File: src/rtl/psram_qspi_ctrl.sv
// QSPI initiator for a PSRAM: one request becomes one quad read (EBh) or quad write (38h) frame.
// The frame is paced by a period index; the CMD/ADDR/WAIT/DATA phases are derived from it.
module psram_qspi_ctrl #(
  parameter int DIV    = 1,
  parameter int CE_GAP = 2
) (
  input  logic        clk_i,
  input  logic        rst_i,
  input  logic        req_valid_i,
  output logic        req_ready_o,
  input  logic        req_wen_i,
  input  logic [23:0] req_addr_i,
  input  logic [1:0]  req_size_i,
  input  logic [31:0] req_wdata_i,
  output logic        resp_valid_o,
  input  logic        resp_ready_i,
  output logic [31:0] resp_rdata_o,
  output logic        sck_o,
  output logic        ce_n_o,
  output logic [3:0]  dio_o,
  output logic [3:0]  dio_oe_o,
  input  logic [3:0]  dio_i
);
  localparam int DW = (DIV > 1) ? $clog2(DIV) : 1;
  localparam int GW = (CE_GAP > 1) ? $clog2(CE_GAP) : 1;

  typedef enum logic [1:0] {IDLE, FRAME, GAP, RESP} state_t;

  state_t      state_q;
  logic        wen_q, ph_q, sck_q, ce_n_q, ready_q, rvalid_q;
  logic [23:0] addr_q;
  logic [31:0] wdata_q, cap_q, rdata_q;
  logic [4:0]  per_q, last_q;
  logic [DW-1:0] div_q;
  logic [GW-1:0] gap_q;
  logic [3:0]  dout_q, doe_q;

  logic [4:0]  per_nx, nib;
  logic [7:0]  cmd;
  logic [2:0]  wj, rj;
  logic [3:0]  nx_o, nx_oe;
  logic [31:0] cap_nx;

  assign per_nx = per_q + 5'd1;

  always_comb begin
    nib = (req_size_i == 2'd0) ? 5'd2 : (req_size_i == 2'd1) ? 5'd4 : 5'd8;
  end

  // Pin values for the period about to start, and the capture of the period just ending.
  always_comb begin
    cmd    = wen_q ? 8'h38 : 8'hEB;
    wj     = 3'(per_nx - 5'd14);
    rj     = 3'(per_q - 5'd20);
    nx_o   = '0;
    nx_oe  = '0;
    cap_nx = cap_q;
    if (per_nx < 5'd8) begin
      nx_oe = 4'b0001;
      nx_o  = {3'b000, cmd[~per_nx[2:0]]};
    end else if (per_nx < 5'd14) begin
      nx_oe = 4'hF;
      nx_o  = addr_q[{3'(5'd13 - per_nx), 2'b00} +: 4];
    end else if (wen_q) begin
      nx_oe = 4'hF;
      nx_o  = wdata_q[{wj[2:1], ~wj[0], 2'b00} +: 4];
    end
    if (!wen_q && per_q >= 5'd20)
      cap_nx[{rj[2:1], ~rj[0], 2'b00} +: 4] = dio_i;
  end

  always_ff @(posedge clk_i or posedge rst_i) begin
    if (rst_i) begin
      state_q  <= IDLE;
      wen_q    <= 1'b0;
      addr_q   <= '0;
      wdata_q  <= '0;
      cap_q    <= '0;
      rdata_q  <= '0;
      per_q    <= '0;
      last_q   <= '0;
      div_q    <= '0;
      gap_q    <= '0;
      ph_q     <= 1'b0;
      sck_q    <= 1'b0;
      ce_n_q   <= 1'b1;
      dout_q   <= '0;
      doe_q    <= '0;
      ready_q  <= 1'b0;
      rvalid_q <= 1'b0;
    end else begin
      case (state_q)
        IDLE: begin
          if (ready_q && req_valid_i) begin
            ready_q <= 1'b0;
            wen_q   <= req_wen_i;
            addr_q  <= req_addr_i;
            wdata_q <= req_wdata_i;
            last_q  <= 5'd13 + (req_wen_i ? 5'd0 : 5'd6) + nib;
            cap_q   <= '0;
            per_q   <= '0;
            div_q   <= '0;
            ph_q    <= 1'b0;
            sck_q   <= 1'b0;
            ce_n_q  <= 1'b0;
            doe_q   <= 4'b0001;
            dout_q  <= {3'b000, ~req_wen_i};   // MSB of EBh is 1, of 38h is 0
            state_q <= FRAME;
          end else begin
            ready_q <= 1'b1;
          end
        end
        FRAME: begin
          if (div_q == DW'(DIV - 1)) begin
            div_q <= '0;
            if (!ph_q) begin
              ph_q  <= 1'b1;
              sck_q <= 1'b1;
            end else begin
              ph_q  <= 1'b0;
              sck_q <= 1'b0;
              cap_q <= cap_nx;
              if (per_q == last_q) begin
                ce_n_q  <= 1'b1;
                doe_q   <= '0;
                dout_q  <= '0;
                rdata_q <= cap_nx;
                gap_q   <= '0;
                state_q <= GAP;
              end else begin
                per_q  <= per_nx;
                doe_q  <= nx_oe;
                dout_q <= nx_o;
              end
            end
          end else begin
            div_q <= div_q + DW'(1);
          end
        end
        GAP: begin
          if (gap_q == GW'(CE_GAP - 1)) begin
            rvalid_q <= 1'b1;
            state_q  <= RESP;
          end else begin
            gap_q <= gap_q + GW'(1);
          end
        end
        RESP: begin
          if (resp_ready_i) begin
            rvalid_q <= 1'b0;
            ready_q  <= 1'b1;
            state_q  <= IDLE;
          end
        end
        default: state_q <= IDLE;
      endcase
    end
  end

  assign req_ready_o  = ready_q;
  assign resp_valid_o = rvalid_q;
  assign resp_rdata_o = rdata_q;
  assign sck_o        = sck_q;
  assign ce_n_o       = ce_n_q;
  assign dio_o        = dout_q;
  assign dio_oe_o     = doe_q;
endmodule

File: config.mk
export PLATFORM = sky130hd
export DESIGN_NAME = psram_qspi_ctrl
export DESIGN_NICKNAME = d
export VERILOG_FILES = /design/src/rtl/psram_qspi_ctrl.sv
export SDC_FILE = /design/constraint.sdc
export NUM_CORES = 1
export LEC_CHECK = 0
export BUFFER_PORTS_ARGS = -buffer_cell sky130_fd_sc_hd__buf_2
export CORE_MARGIN = 2
export CORE_UTILIZATION = 40
export CTS_CLUSTER_SIZE = 40
export DETAILED_ROUTE_END_ITERATION = 8
export PLACE_DENSITY = 0.62
export SLEW_MARGIN = 10
export SYNTH_ARGS = -nofsm -noshare
export SYNTH_HDL_FRONTEND = slang
export SYNTH_SLANG_ARGS = --single-unit
export TNS_END_PERCENT = 100
File: constraint.sdc
create_clock -name clk_i -period 6.2 [get_ports clk_i]
set_clock_uncertainty 0.1 [all_clocks]
set_input_delay 0.62 -clock clk_i [delete_from_list [all_inputs] [get_ports clk_i]]
set_output_delay 0.62 -clock clk_i [all_outputs]
set_load 0.01 [all_outputs]
; ---- Word level (Yosys, flattened, before mapping)
; Index checks and enable logic that the tools add are counted.
[word_totals]
register_bits = 147
inputBits = 67
word_cells = 131
[op_classes]
addsub = 9
n_lt_le_gt_ge = 4
n_eq_ne = 12
n_shift = 4
mux = 61
n_bitwise = 5
reduce_logical = 20
[ops]
columns = operator, count
row1 = $mux W32, 4
row2 = $mux W4, 16
row3 = $pmux W32 S2, 1
row4 = $bwmux W32, 1
row5 = $shift A4 B7 Y32 const A, 1
row6 = $shiftx A32 B6 Y4, 1
row7 = $shiftx A4 B7 Y32, 1
row8 = $shiftx A24 B6 Y4, 1
row9 = $mux W5, 4
row10 = $mux W1, 16
row11 = $pmux W4 S2, 2
row12 = $ne A2 B2 Y1 const B, 7
row13 = $mux W2, 6
row14 = $pmux W1 S2, 6
row15 = $reduce_and A4 Y1, 3
row16 = $lt A5 B4 Y1 const B, 2
row17 = $pmux W5 S2, 1
row18 = $reduce_and A5 Y1, 2
row19 = $mux W8, 1
row20 = $pmux W2 S4, 1
row21 = $reduce_bool A2 Y1, 4
row22 = $neg A5 Y7, 1
row23 = $reduce_and A2 Y1, 3
row24 = $reduce_and A3 Y1, 2
row25 = other kinds (19), 28

; ---- Logic depth before layout (Yosys ltp)
[logic_depth]
word_depth = 11
depth_mapped = 11
mapped_depth_nobuf = 9

; ---- Least setup slack after synthesis
; OpenSTA, ideal clock, no wires.
[synth_path]
path_kind = register -> register
start = register per_q[1]
end = register dout_q[2] (netlist: dio_o[2])
t_arrival_ns = 2.830
required_time_ns = 5.979
path_slack_ns = 3.149
stages_incl_launch_ff = 12
n_path_buf = 2
synth_period_minus_slack_ns = 3.051
path_cell_list = dfrtp_1 -> inv_1 -> ha_1 -> buf_2 -> clkinv_1 -> ha_1 -> buf_1 -> mux4_2 -> mux2_2 -> nand2_1 -> mux2i_1 -> a22o_1
[synth_via]
elab_chain_cells = 10
elab_cells_between_ends = 15
cone_classes = add/sub (3) / order compare (2) / eq/ne (1) / shift (2) / mux (7)
[synth_lines]
columns = element, line
row1 = "start, declared", 33  ; logic [4:0] per_q, last_q;
row2 = "start signal, assigned", 131  ; per_q <= per_nx;
row3 = $add A5 B1 Y5, 44  ; assign per_nx = per_q + 5'd1;
row4 = $sub A3 B3 Y3, 53  ; wj = 3'(per_nx - 5'd14);
row5 = $shiftx A32 B6 Y4, 66  ; nx_o = wdata_q[{wj[2:1], ~wj[0], 2'b00} +: 4];
row6 = $mux W4, 64  ; end else if (wen_q) begin
row7 = $mux W4, 61  ; end else if (per_nx < 5'd14) begin
row8 = $mux W4, 58  ; if (per_nx < 5'd8) begin
row9 = $mux W4 (*), 123  ; if (per_q == last_q) begin
row10 = $mux W4 (*), 116  ; if (!ph_q) begin
row11 = $mux W4 (*), 114  ; if (div_q == DW'(DIV - 1)) begin
row12 = $pmux W4 S2 (*), 92  ; case (state_q)
row13 = "end signal, assigned", 107  ; dout_q <= {3'b000, ~req_wen_i};
row14 = "end signal, assigned", 133  ; dout_q <= nx_o;
row15 = "end, declared", 36  ; logic [3:0] dout_q, doe_q;
; Mark *: on every way between the ends. The rest lies on a longest branch, timed or not. The select of a mux whose other input is x is not followed.
; A chain may end at the register's enable or synchronous reset.

; ---- Worst setup path in the final report
[layout_path]
start = register per_q[1]
end = register dout_q[3] (netlist: dio_o[3])
; Same word-level chain as after synthesis.

==> impl_results.md <==
- Status: finished clean
- Drc violations: 0
- H-tree depth: 4
- GRT Overall Usage: 0.185
- CTS tree: built
- Worst-case clock buffer depth: 2
- Routability cong.: 0.805
- Slew HR: 0.444
- Tmin final: 3.87 ns
- Synth-to-layout area growth: 18.1%
- Post-Synthesis Cells: 588
- Fin nets: 756
- Hold Vio Cnt, Final: 0
- Largest net degree at the start of global routing: 80
- Lkg Pwr: 0.00400 uW
- Hold WS: 0.227 ns
- Mapped cell area: 0.00704 sq mm
- Initial core utilization: 0.409
- Post-CTS sizing: 0
- Worst Reg-to-Reg Cells: 9
- Ports: 111
- Util after Layout: 0.483
- Clk sinks: 144
- Ys flop type: dfrtp_1
- Post-route ant nets: 0
- Vias per cell: 5.38
- Vias: 4916
- Worst Path Max Fanout: 19
- Kind of critical path: register to register
- Sequential cell area: 0.00360 sq mm
- R2R setup slack: 2.33 ns
- Setup violators final: 0
- Initial DRT Pass Iterations: 5
- DIE WIDTH: 137 um
- Cts bufs inserted: 17
- Reg2reg end: dio_o[3]$_DFFE_PP0P_
- Average size of a mapped cell: 12.0 sq um
- # diodes: 0
- Vias in the first global route: 5051
- Routed length per instance: 17.7 um
- Post-synth EDFFs: 0
- Max Clk Rate: 258 MHz
- Core area: 0.0172 sq mm
- Startpoint Class: register
- Reg-to-Reg Start: per_q[1]$_DFFE_PP0P_
- Syn Nets: 667
- CP Capture Type: register
- Die Ht: 137 um
- Clock Latency Late Sink: 0.42 ns
- Register area share after synthesis: 0.512
- Multi-input gate area: 0.00318 sq mm
- Filler cells: 1533
- DP HPWL: 10.8 mm
- Ys async rst share: 1.00
- Yosys reg bits: 144
- Initial drt markers: 277
- Max Slew Vio Count: 0
- Worst Path Arrival: 4.09 ns
- HP Class: primary input to async pin
- Post-route clock period utilization: 0.625
- Worst Tran Pin Value: 0.834 ns
- Setup TNS: 0 ns
- Total grt overflow: 0
- Total Wirelength: 16.2 mm
- Post-CTS setup buffers: 0
- Initial antenna violation count: 0
- CP required: 6.41 ns
- Pwr per Cell Area: 468 mW/mm^2
- Reg clk slew, reported paths: 0.06 ns
- Global-route wire length before repair: 26.7 mm
- Port buffer count: 110
- Layout cells sized above 1: 0.341
- Synth cell types: 50
- Total Die Area: 0.0187 sq mm
- FP Rows: 48
- CTS Root Cell: clkbuf_16
- Cts hold-fix bufs: 0
- Max Cap Viol: 0
- RSZ-0062 raised after global routing: false
- Worst vdd ir: 0.245 mV
- Warnings, synthesis: 0
-- per-layer routing --
metal  global-route usage  wire length [um]  share of wire
met1                0.240              7190           0.44
met2                0.306              7820           0.48
met3               0.0478              1030          0.064
met4               0.0573               187          0.012
met5                    0                 0              0
-- cell families after synthesis --
logic type      synth area share
mux                        0.198
buf+inv                   0.0382
compound gates             0.143
simple gates              0.0757
flops                      0.512
fa+ha+maj                 0.0213
xor+xnor                  0.0124
-- through the flow --
stage	power, uW	worst slack (ns)	cell area [sq um]	cells
6_report	3900	2.33	8320	914
2_1_floorplan	2460	1.62	7040	588
4_1_cts	3940	2.30	8320	914
3_5_place_dp	2870	2.31	7720	883
5_1_grt	4160	1.90	8320	914
3_3_place_gp	2810	2.54	7720	883
-- flip-flops by register name (all words and copies together), names as in the netlist, 2 cells and up --
register      flops
dio_oe_o          2
wdata_q          32
addr_q           24
state_q           2
resp_rdata_o     32
cap_q            32
dio_o             4
last_q            5
per_q             5
-- critical path, stage by stage, from the launching register on --
cell	delay [ns]
dfrtp_1	0.47
inv_1	0.12
ha_1	0.84
clkinv_1	0.47
ha_1	0.74
nor2b_1	0.40
a22oi_1	0.13
a21oi_1	0.19
mux2i_1	0.08
o31ai_1	0.23
-- cell usage after synthesis (2+ instances only) --
library cell	number	area share
nor3_1	3	0.0021
mux2i_1	40	0.057
nor4_1	2	0.0018
a21o_1	3	0.0032
or3_1	3	0.0027
ha_1	12	0.021
buf_4	2	0.0021
nand4_1	2	0.0018
inv_1	13	0.0069
buf_2	11	0.0078
a22oi_1	4	0.0043
nand2b_1	3	0.0027
a22o_1	63	0.078
nor3_2	2	0.0028
mux2_2	66	0.11
o22ai_1	4	0.0036
xnor2_1	8	0.010
o21bai_1	2	0.0021
nor2b_1	7	0.0062
mux4_2	11	0.035
or2_0	2	0.0018
nand3_1	10	0.0071
nor2_1	48	0.026
a21oi_1	44	0.031
nand4_2	4	0.0071
dfrtp_1	143	0.51
clkbuf_1	22	0.012
buf_1	8	0.0043
buf_6	3	0.0048
or2_2	2	0.0018
o21ai_0	4	0.0028
a32o_1	2	0.0028
o31ai_1	3	0.0032
xor2_1	2	0.0025
nand2_1	15	0.0080
-- cell usage in the layout (no fill, tap or decap), drive strengths merged, types with 4 or more instances in the layout --
cell	n
a22oi	4
mux4	11
a21oi	44
xnor2	8
or2	4
nand2	15
nor2	48
a22o	63
o22ai	4
bufinv	4
clkbuf	19
clkinv	6
mux2i	40
mux2	66
nand3	10
nor2b	7
inv	13
nor3	5
ha	12
dfrtp	143
nand4	6
o21ai	4
buf	116
-- area by class of cell --
class	count	area share
Inverter	14	0.00692
Timing Repair Buffer	116	0.0716
Clock buffer	19	0.0520
Sequential cell	144	0.433
Tap cell	225	0.0338
Clock inverter	12	0.0202
Multi-Input combinational cell	384	0.382
-- how the worst max path moves through the flow --
stage,slack (ns),depth (start not counted),endpoint,startpoint
finish,2.33,9,dio_o[3]$_DFFE_PP0P_,per_q[1]$_DFFE_PP0P_
global route,1.90,9,dio_o[3]$_DFFE_PP0P_,per_q[1]$_DFFE_PP0P_
CTS,2.30,9,dio_o[3]$_DFFE_PP0P_,per_q[1]$_DFFE_PP0P_
detailed placement,2.31,9,dio_o[3]$_DFFE_PP0P_,per_q[1]$_DFFE_PP0P_
global placement,2.54,9,dio_o[2]$_DFFE_PP0P_,per_q[1]$_DFFE_PP0P_
floorplan,1.62,1,addr_q[0]$_DFFE_PP0P_,rst_i
-- power breakdown --
part           switching [uW]  internal [uW]  leakage (uW)
Sequential                218           1290       0.00181
Clock                     386            666      0.000288
Combinational             683            658       0.00190
(Power assumes the default switching activity.)
